## src/rtl/pc_unit.sv

```systemverilog
// pc_unit -- fetch-side program counter for the pipelined MIPS core.
//
// Owns the F-stage PC register and picks the next fetch address from
// reset, exception entry, eret, stall hold and D-stage redirects
// (jr > j/jal > taken branch). Redirects land after the delay slot has
// already been fetched (pc == d_pc+4 when D resolves), so nothing is
// squashed here.
//
// Optional build macro: PC_UNIT_RAS_EN -- adds a circular return-address
// stack. jal pushes its link address; jr pops and flags a mispredict.
//
// Ports:
//   clk_i, reset_i          clock (rising edge), synchronous active-high reset
//   stall_i                 hold PC
//   exc_req_i               redirect to HANDLER_PC
//   eret_i, epc_i           redirect to epc_i
//   d_pc_i                  PC of the instruction in D
//   d_imm16_i, d_imm26_i    branch offset / jump index
//   d_branch_i, d_br_taken_i, d_jump_i, d_jal_i, d_jr_i   D-stage control
//   d_rs_i                  forwarded rs (jr target)
//   pc_o                    current fetch PC
//   link_pc_o               d_pc+8 (jal write-back)
//   f_adel_o                fetch address fault (misaligned / out of text)
//   redirect_o              D-stage redirect accepted this cycle
//   ras_miss_o              registered pulse: jr target mispredicted
module pc_unit #(
  parameter logic [31:0] RESET_PC   = 32'h0000_3000,
  parameter logic [31:0] HANDLER_PC = 32'h0000_4180,
  parameter logic [31:0] TEXT_LO    = 32'h0000_3000,
  parameter logic [31:0] TEXT_HI    = 32'h0000_6ffc,
  parameter int          RAS_DEPTH  = 4
) (
  input  logic        clk_i,
  input  logic        reset_i,
  input  logic        stall_i,
  input  logic        exc_req_i,
  input  logic        eret_i,
  input  logic [31:0] epc_i,
  input  logic [31:0] d_pc_i,
  input  logic [15:0] d_imm16_i,
  input  logic [25:0] d_imm26_i,
  input  logic        d_branch_i,
  input  logic        d_br_taken_i,
  input  logic        d_jump_i,
  input  logic        d_jal_i,
  input  logic        d_jr_i,
  input  logic [31:0] d_rs_i,
  output logic [31:0] pc_o,
  output logic [31:0] link_pc_o,
  output logic        f_adel_o,
  output logic        redirect_o,
  output logic        ras_miss_o
);

  logic [31:0] pc_q, pc_d;
  logic [31:0] d_pc4, br_tgt, j_tgt;
  logic        br_take;

  assign d_pc4   = d_pc_i + 32'd4;
  assign br_tgt  = d_pc4 + {{14{d_imm16_i[15]}}, d_imm16_i, 2'b00};
  assign j_tgt   = {d_pc4[31:28], d_imm26_i, 2'b00};
  assign br_take = d_branch_i & d_br_taken_i;

  assign link_pc_o  = d_pc_i + 32'd8;
  assign redirect_o = ~reset_i & ~exc_req_i & ~eret_i & ~stall_i &
                      (d_jr_i | d_jump_i | br_take);

  // Next PC for the unstalled, non-exception case.
  always_comb begin
    pc_d = pc_q + 32'd4;
    if (d_jr_i)        pc_d = d_rs_i;
    else if (d_jump_i) pc_d = j_tgt;
    else if (br_take)  pc_d = br_tgt;
  end

  always_ff @(posedge clk_i) begin
    if (reset_i)        pc_q <= RESET_PC;
    else if (exc_req_i) pc_q <= HANDLER_PC;
    else if (eret_i)    pc_q <= epc_i;
    else if (!stall_i)  pc_q <= pc_d;
  end

  assign pc_o     = pc_q;
  // Fault only reports; the PC keeps advancing and the exception path
  // elsewhere decides what to do with it.
  assign f_adel_o = (pc_q[1:0] != 2'b00) | (pc_q < TEXT_LO) | (pc_q > TEXT_HI);

`ifdef PC_UNIT_RAS_EN
  localparam int PW = $clog2(RAS_DEPTH);
  localparam int CW = PW + 1;

  logic [31:0]   ras_q [RAS_DEPTH];
  logic [PW-1:0] wp_q;      // next write slot; top entry sits at wp_q-1
  logic [CW-1:0] cnt_q;
  logic          ras_miss_q;
  logic [PW-1:0] top_idx;
  logic          do_pop, do_push;

  assign top_idx = wp_q - PW'(1);
  assign do_pop  = redirect_o & d_jr_i;
  // jr outranks jump, so a (illegal) jr+jal cycle only pops.
  assign do_push = redirect_o & d_jal_i & ~d_jr_i;

  always_ff @(posedge clk_i) begin
    if (reset_i) begin
      wp_q       <= '0;
      cnt_q      <= '0;
      ras_miss_q <= 1'b0;
    end else begin
      ras_miss_q <= do_pop & ((cnt_q == '0) | (ras_q[top_idx] != d_rs_i));
      if (do_push) begin
        // Full stack wraps and overwrites the oldest entry.
        ras_q[wp_q] <= link_pc_o;
        wp_q        <= wp_q + PW'(1);
        if (cnt_q != CW'(RAS_DEPTH)) cnt_q <= cnt_q + CW'(1);
      end else if (do_pop && cnt_q != '0) begin
        wp_q  <= top_idx;
        cnt_q <= cnt_q - CW'(1);
      end
    end
  end

  assign ras_miss_o = ras_miss_q;
`else
  assign ras_miss_o = 1'b0;
`endif

endmodule

```

## config.mk

```make
export PLATFORM = sky130hd
export DESIGN_NAME = pc_unit
export DESIGN_NICKNAME = d
export VERILOG_FILES = /design/src/rtl/pc_unit.sv
export SDC_FILE = /design/constraint.sdc
export NUM_CORES = 1
export LEC_CHECK = 0
export BUFFER_PORTS_ARGS = -buffer_cell sky130_fd_sc_hd__buf_2
export CAP_MARGIN = 30
export CORE_ASPECT_RATIO = 0.6
export CORE_UTILIZATION = 51
export DETAILED_ROUTE_END_ITERATION = 16
export MAX_ROUTING_LAYER = met4
export PLACE_DENSITY = 0.83
export SYNTH_ARGS = -nofsm -noshare
export SYNTH_HDL_FRONTEND = slang
export SYNTH_SLANG_ARGS = --single-unit
```

## constraint.sdc

```tcl
create_clock -name clk_i -period 5.3 [get_ports clk_i]
set_input_delay 1.06 -clock clk_i [delete_from_list [all_inputs] [get_ports clk_i]]
set_output_delay 1.06 -clock clk_i [all_outputs]
set_load 0.03 [all_outputs]
```

==> results of run 1 <==
==> worst max-delay path, stage by stage <==
cell and delay (ps):
buf_2 170, and4_1 280, and3_2 270, nand3_2 130, nor2_2 180, and3_1 300
nand2_1 100, xnor2_1 190, ha_1 320, a21oi_1 290, nor2b_1 110, or3_1 360
o21ai_1 310, xor2_1 180, nand2_1 70, a221oi_1 340, o22ai_1 150
==> where the power goes <==
group	internal [uW]	switching, uW	total, uW
clock	221	114	335
sequential	254	23.7	278
combinational	212	334	546
total	687	472	1160
==> cell type report <==
class / instances / share of cell area
Tap cell: 135 / 0.0255
Timing Repair Buffer: 221 / 0.170
Sequential cell: 32 / 0.0967
Antenna cell: 1 / 0.000378
Clock buffer: 6 / 0.0194
Multi-Input combinational cell: 717 / 0.675
Inverter: 13 / 0.00736
Clock inverter: 2 / 0.00529
==> through the flow <==
step / setup WS [ps] / power [uW]
2_1_floorplan: 925 / 647
3_3_place_gp: 499 / 813
4_1_cts: 728 / 1150
5_1_grt: 398 / 1220
6_report: 631 / 1160
3_5_place_dp: 464 / 816
==> layer usage <==
layer  part of all wire  global-route usage  vias to the layer above
met2               0.42               0.485                      356
met1               0.46               0.471                     3094
li1                   -                   -                     3276
met4              0.011              0.0719                        0
met5                  0                   -                        -
met3               0.11              0.0648                       27
==> cells in the mapped netlist, types with 5 or more instances <==
master and instances:
nand2_1 106, nor2_1 94, a21oi_1 77, xnor2_1 60
o21ai_0 49, xor2_1 47, nand3_1 38, clkbuf_1 37
ha_1 34, dfxtp_1 32, nand4_1 21, a21o_1 19
nor3_1 19, inv_1 12, and3_1 10, nor4_1 10
o21ai_1 10, buf_2 9, a31oi_1 8, o221ai_1 8
or3_1 8, a211oi_1 6, o22ai_1 6, a22oi_1 5
and2_1 5, mux2i_1 5, nor2b_1 5, o211ai_1 5
==> cell usage in the layout (no fill, tap or decap), types with 12 or more instances in the layout <==
master / Yosys / layout
xnor2_1: 60 / 60
nand3_1: 38 / 38
nand4_1: 21 / 21
nor3_1: 19 / 19
dfxtp_1: 32 / 32
inv_1: 12 / 12
xor2_1: 47 / 47
buf_2: 9 / 212
a21o_1: 19 / 19
ha_1: 34 / 34
nand2_1: 106 / 106
nor2_1: 94 / 94
a21oi_1: 77 / 77
o21ai_0: 49 / 49
==> cells by family (layout without fill, tap and decap cells) <==
logic type,after synthesis,after routing,share of synthesized area
AOI/OAI and AO/OA,230,230,0.271
adders and majority gates,35,35,0.0826
DFF,32,32,0.119
xor gates and xnor gates,107,107,0.174
and+or+nand+nor,339,339,0.293
other,1,2,0.000696
muxes,5,5,0.00929
buffers and inverters,66,242,0.0511
==> worst min-delay path by stage <==
stage	endpoint	slack [ps]
global route	pc_o[0]	580
global placement	pc_o[1]	530
finish	pc_o[0]	550
CTS	pc_o[0]	540
floorplan	pc_o[6]	700
detailed placement	pc_o[0]	520
==> metrics, run 1 <==
max FFs per register 32; first drt pass iteration count 7; buffer count from post-CTS setup fixing 0; Worst Path Arrival ~4800 ps; PwrDens between 150 and 200 nW/um^2; Slew HR 0.253; Hold Crit Class reg2reg; RSZ-0062 raised after global routing no; WP data required 5450 ps; max_cap viols 0; ys async rst share 0; remaining antenna violation count after routing 0; first-pass GRT wire length 28000 um; register area share after synthesis 0.119; Post-Syn Area 5390 um^2; placer congestion estimate roughly 0.98; die extent in y between 80 and 90 um; placed cell count 1118; min-delay src pc_o[0]; Hold Vio Cnt, Final 0; CTS tree yes; CTS H-tree lvls 2; # hold bufs at CTS 0; Layout area overhead 23.0%; root buf cell clkbuf_16; crit path from d_pc_i[5]; Setup-failing EPs final 0; Vias/cell 5.99; Placed Area 6460 um^2; DIE WIDTH 135 um; reg2reg end pc_o[25]; die area 11000 um^2; Clock Latency Late Sink 290 ps; Starting Density 0.536; R2R Path Start pc_o[4]; IO Port Bufs around 210; fin. max-slew vios 0; largest net degree at the start of global routing 53; NumNets Final 1173; Resized cells post-CTS 0; WHS Path Cells 2; CTS Buf Count 5; outcome finished clean; remaining global-route overflow 0; syn nets 998; Synth area leaders dfxtp_1, xnor2_1, ha_1; r2r setup slk 2630 ps; post-layout minimum cycle time around 4700 ps; Crit. End Element flop; measured slew at the worst slew-check pin between 1000 and 1500 ps; Max IR drop VDD 0.000136 V; total number of vias about 6.8k; area occupied by multi-input gates 4470 um^2; IO Count 215; final core occ 0.659; # fillers 950; number of synthesized register bits 32; GRT Total Usage 0.333; final instance area 6630 um^2; WHS 551 ps; Post-Route Skew 3.93 ps; setup TNS 0 ps; DRC 0; worst setup path end pc_o[22]; Rows 28; 1st-iter DRT viols 654; Post-Route WL 18600 um; layout cells sized above 1 0.249; crit path max fanout 8; vias in the first global route 5596; initial antenna violation count 1; DP Wirelength 14700 um; YS warnings 0; Worst Setup Start Kind input pin; Register Area 641 um^2; area fraction of the dominant cell type after synthesis 0.119; Synth area leader dfxtp_1; clk sinks 32; Final Cycle Share 0.881; synth unique cells 68; Synth Flop Type dfxtp_1; Post-Syn Instances approximately 820; critical path class in2reg; r2r worst-path depth 7; non-filler instance count after layout roughly 1.1k; Placeable Area 10100 um^2; Post-synth EDFFs 0; clock transition at the registers of the reported paths 60 ps; Max Freq 214 MHz; WL per Instance 16.5 um; Pleak between 0.002 and 0.003 uW; syn avg cell area 6.61 um^2; CTS Buffer Depth 2
Note: power is estimated with default switching activity, not from simulation.
==> inputs of run 2 (changes only) <==
--- a/config.mk
+++ b/config.mk
@@ -7,11 +7,13 @@
 export LEC_CHECK = 0
 export BUFFER_PORTS_ARGS = -buffer_cell sky130_fd_sc_hd__buf_2
 export CAP_MARGIN = 30
+export CELL_PAD_IN_SITES_DETAIL_PLACEMENT = 0
+export CELL_PAD_IN_SITES_GLOBAL_PLACEMENT = 2
 export CORE_ASPECT_RATIO = 0.6
-export CORE_UTILIZATION = 51
+export CORE_UTILIZATION = 26
 export DETAILED_ROUTE_END_ITERATION = 16
 export MAX_ROUTING_LAYER = met4
-export PLACE_DENSITY = 0.83
+export PLACE_DENSITY_LB_ADDON = 0.1
 export SYNTH_ARGS = -nofsm -noshare
 export SYNTH_HDL_FRONTEND = slang
 export SYNTH_SLANG_ARGS = --single-unit
==> metrics, run 2 (same netlist as run 1, synthesis figures left out) <==
Hold Vio Cnt, Final 0; Final Cycle Share 0.858; r2r worst-path depth 10; Register Area around 640 um^2; RSZ-0062 raised after global routing no; critical-path cell list buf_2 > and4_1 > and3_2 > nand3_2 > nor2_2 > and3_1 > nand4_1 > xnor2_1 > ha_1 > a21o_1 > a21o_1 > nor2_1 > or4b_1 > nand2_1 > a21oi_1 > xor2_1 > nor3_2 > o31ai_1; Vias/cell slightly above 5; critical path class in2reg; Crit path max-delay family simple AND/OR/NAND/NOR gates; PwrDens 167 nW/um^2; Hold Crit Class reg2reg; IO Count 215; CTS H-tree lvls 2; Worst Setup Start Kind input pin; largest net degree at the start of global routing 62; area occupied by multi-input gates 4470 um^2; post-layout minimum cycle time 4550 ps; 1st-iter DRT viols 491; Worst path slowest cell or4b_1; WP data required 5510 ps; CTS tree yes; # fillers 2313; layout cells sized above 1 0.254; max_cap viols 0; NumNets Final 1180; remaining antenna violation count after routing 0; die extent in y 114 um; Post-Route Skew 4.93 ps; WHS Path Cells 2; CTS Buf Count 5; Max IR drop VDD 0.000111 V; Post-Route WL 23000 um; Setup-failing EPs final 0; root buf cell clkbuf_16; total power 1150 uW; CP dominant cell by count a21o_1; clk sinks 32; setup TNS 0 ps; remaining global-route overflow 0; DP Wirelength 18500 um; Worst path max stage delay approximately 520 ps; WL per Instance 18.0 um; Slew HR 0.482; Layout area overhead 27.1%; fin. max-slew vios 0; crit path max fanout 8; Starting Density 0.267; Worst Path Arrival 4750 ps; # hold bufs at CTS 0; first-pass GRT wire length 35100 um; Max Freq 220 MHz; first drt pass iteration count 5; Placeable Area 20200 um^2; measured slew at the worst slew-check pin 775 ps; IO Port Bufs 212; most frequent cells in the layout buf_2, nand2_1, nor2_1, a21oi_1, xnor2_1; die area about 21000 um^2; CTS Buffer Depth 2; most common cell after layout, fill and taps aside buf_2; initial antenna violation count 6; Pleak 0.00297 uW; DRC 0; Resized cells post-CTS 0; GRT Total Usage 0.219; vias in the first global route 5998; Crit. End Element flop; placer congestion estimate 0.857; total number of vias 6508; buffer count from post-CTS setup fixing 0; Rows 40; max FFs per register 32; outcome finished clean; DIE WIDTH 188 um; WP buf/inv 1; Clock Latency Late Sink 290 ps; Worst path depth 18; clock transition at the registers of the reported paths ~60 ps
==> run 2: final timing paths <==
path	start	end	slack (ps)
hold / removal	pc_o[0]	pc_o[0]	540
setup / recovery	d_pc_i[5]	pc_o[28]	750
setup reg to reg	pc_o[2]	pc_o[30]	2740
hold reg to reg	pc_o[0]	pc_o[0]	540
==> run 2: per-stage QoR <==
stage | cells | setup WS (ps) | area (um^2) | utilization | hold slack (ps)
after floorplan | 815 | 925 | 5390 | - | 699
after global placement | 1263 | 483 | 6690 | 0.332 | 526
after detailed placement | 1263 | 435 | 6690 | 0.332 | 528
after CTS | 1271 | 726 | 6830 | 0.339 | 543
after global routing | 1277 | 385 | 6850 | 0.340 | 594
final | 1278 | 753 | 6850 | 0.340 | 544
==> run 2: where the power goes <==
group	internal (uW)	switching, uW	total, uW
clock network	188	118	306
logic	214	349	563
registers	254	24.6	278
total	656	491	1150
==> run 2: layout make-up <==
cell class | instances | area share
Tap cell | 273 | 0.0499
Multi-Input combinational cell | 717 | 0.653
Sequential cell | 32 | 0.0935
Inverter | 13 | 0.00712
Antenna cell | 7 | 0.00256
Clock buffer | 8 | 0.0214
Timing Repair Buffer | 228 | 0.172
==> run 2: worst min-delay path: stages (launching register included) <==
cell and delay [ps]:
dfxtp_1 350, a222oi_1 80, nor2_1 80
==> run 2: routing by layer <==
| metal | part of all wire | vias up | GRT usage |
|---|---|---|---|
| met4 | 0.0042 | 0 | 0.0184 |
| met1 | 0.54 | 3015 | 0.327 |
| met3 | 0.065 | 10 | 0.0532 |
| met2 | 0.39 | 173 | 0.301 |
| li1 | - | 3310 | - |
| met5 | 0 | - | - |
==> inputs of run 3 (changes only) <==
--- a/config.mk
+++ b/config.mk
@@ -10,7 +10,7 @@
 export CELL_PAD_IN_SITES_DETAIL_PLACEMENT = 0
 export CELL_PAD_IN_SITES_GLOBAL_PLACEMENT = 2
 export CORE_ASPECT_RATIO = 0.6
-export CORE_UTILIZATION = 26
+export CORE_UTILIZATION = 23
 export DETAILED_ROUTE_END_ITERATION = 16
 export MAX_ROUTING_LAYER = met4
 export PLACE_DENSITY_LB_ADDON = 0.1
==> constraint.sdc (replaced) <==
create_clock -name clk_i -period 3.9 [get_ports clk_i]
set_input_delay 0.78 -clock clk_i [delete_from_list [all_inputs] [get_ports clk_i]]
set_output_delay 0.78 -clock clk_i [all_outputs]
set_load 0.03 [all_outputs]
==> metrics, run 3 (same netlist as run 1, synthesis figures left out) <==
critical path class in2reg; GRT Total Usage 0.211; Vias/cell 4.84; GR peak layer met1; NumNets Final approximately 1.3k; Max IR drop VDD approximately 0.00014 V; Hold Vio Cnt, Final 0; Placeable Area 22500 um^2; total power 1680 uW; DRC 0; most common cell after layout, fill and taps aside buf_2; most frequent cells in the layout buf_2, buf_4, nand2_1, nor2_1, a21oi_1; CTS H-tree lvls 2; layout cells sized above 1 0.343; clk sinks 32; die extent in y 121 um; die area 24100 um^2; WP data required roughly 4100 ps; vias in the first global route between 6k and 7k; outcome finished clean; Hold Crit Class reg2reg; PwrDens roughly 220 nW/um^2; placed cell count 1404; final core occ 0.347; WL per Instance 17.4 um; crit path max fanout 3; 1st-iter DRT viols a little under 400; Worst Setup Start Kind input pin; IO Count 215; CTS Buf Count 5; crit path from d_pc_i[6]; CTS Buffer Depth 2; Worst Path Arrival 3950 ps; placer congestion estimate 0.825; Layout area overhead 44.6%; Max Freq 267 MHz; Post-Route WL 24600 um; non-filler instance count after layout between 1k and 1.5k; initial antenna violation count 5; met1 Usage GRT 0.320; max_cap viols 0; area occupied by multi-input gates approximately 4600 um^2; first drt pass iteration count 5; Starting Density 0.240; DP Wirelength 20500 um; fin. max-slew vios 0; first-pass GRT wire length 37800 um; min-delay src pc_o[0]; remaining global-route overflow 0; Pleak 0.00351 uW; Final Cycle Share 0.962; largest net degree at the start of global routing 59; M3 GR Usage 0.0382; Post-Route Skew 6.20 ps; clock transition at the registers of the reported paths 60 ps; measured slew at the worst slew-check pin 628 ps; # fillers roughly 2.6k; Crit. End Element flop; M2 GR Usage 0.295; DIE WIDTH 200 um; Clock Latency Late Sink roughly 290 ps; Setup-failing EPs final 0; remaining antenna violation count after routing 0; root buf cell clkbuf_16; R2R Path Start pc_o[16]; post-layout minimum cycle time 3750 ps; Slew HR 0.580; CTS tree yes; Rows 42; Register Area 641 um^2; total number of vias ~6.9k; max FFs per register 32; IO Port Bufs about 210
==> run 3: critical path: stages <==
cell and delay (ps):
buf_2 90, and4_4 220, and3_4 210, nand3_4 90, nor2_4 90, and3_4 200, nand4_1 150, xnor2_2 180
ha_1 290, a21o_1 180, a21o_1 200, nor2_2 100, or4b_4 510, nand2_2 80, a21oi_1 70, xor2_1 250
nor3_2 60, o31ai_1 180
==> run 3: final cells by class <==
class,instances,share of cell area
antenna,5,0.00161
clock buffer,7,0.0196
inverter,13,0.00626
multi-input combinational,717,0.586
sequential,32,0.0822
tap,308,0.0494
timing repair buffer,335,0.255
==> run 3: repair_timing <==
| item | in CTS | in global routing |
|---|---|---|
| buffers inserted | 0 | 1 |
| gates resized for setup | 0 | 17 |
| endpoints found under the setup margin | 0 | 7 |
| hold buffers | 0 | 0 |
==> run 3: metrics by stage <==
| stage | instance area [um^2] | setup slack [ps] | hold WS, ps | TNS (ps) |
|---|---|---|---|---|
| final | 7790 | 148 | 551 | 0 |
| after detailed placement | 7550 | -231 | 532 | -1100 |
| after global routing | 7790 | -13.0 | 591 | -22.1 |
| after CTS | 7700 | 59.2 | 547 | 0 |
| after floorplan | 5430 | 7.44 | 699 | 0 |
| after global placement | 7550 | -210 | 523 | -883 |
==> run 3: where the power goes <==
group	switching (uW)	internal, uW	total, uW
clock	160	268	428
combinational	500	376	876
sequential	33.7	345	379
==> run 3: layer usage <==
layer	routed length [um]	up-vias
met5	0	-
met2	10000	155
met4	69	0
met1	13300	3182
li1	-	3512
met3	1250	7
==> run 3: worst paths after layout <==
check	endpoint	depth (start not counted)	slack [ps]
worst max-delay path	pc_o[28]	18	150
worst min-delay path	pc_o[0]	2	550
worst max register to register	pc_o[25]	8	1360
worst min register to register	pc_o[0]	2	550
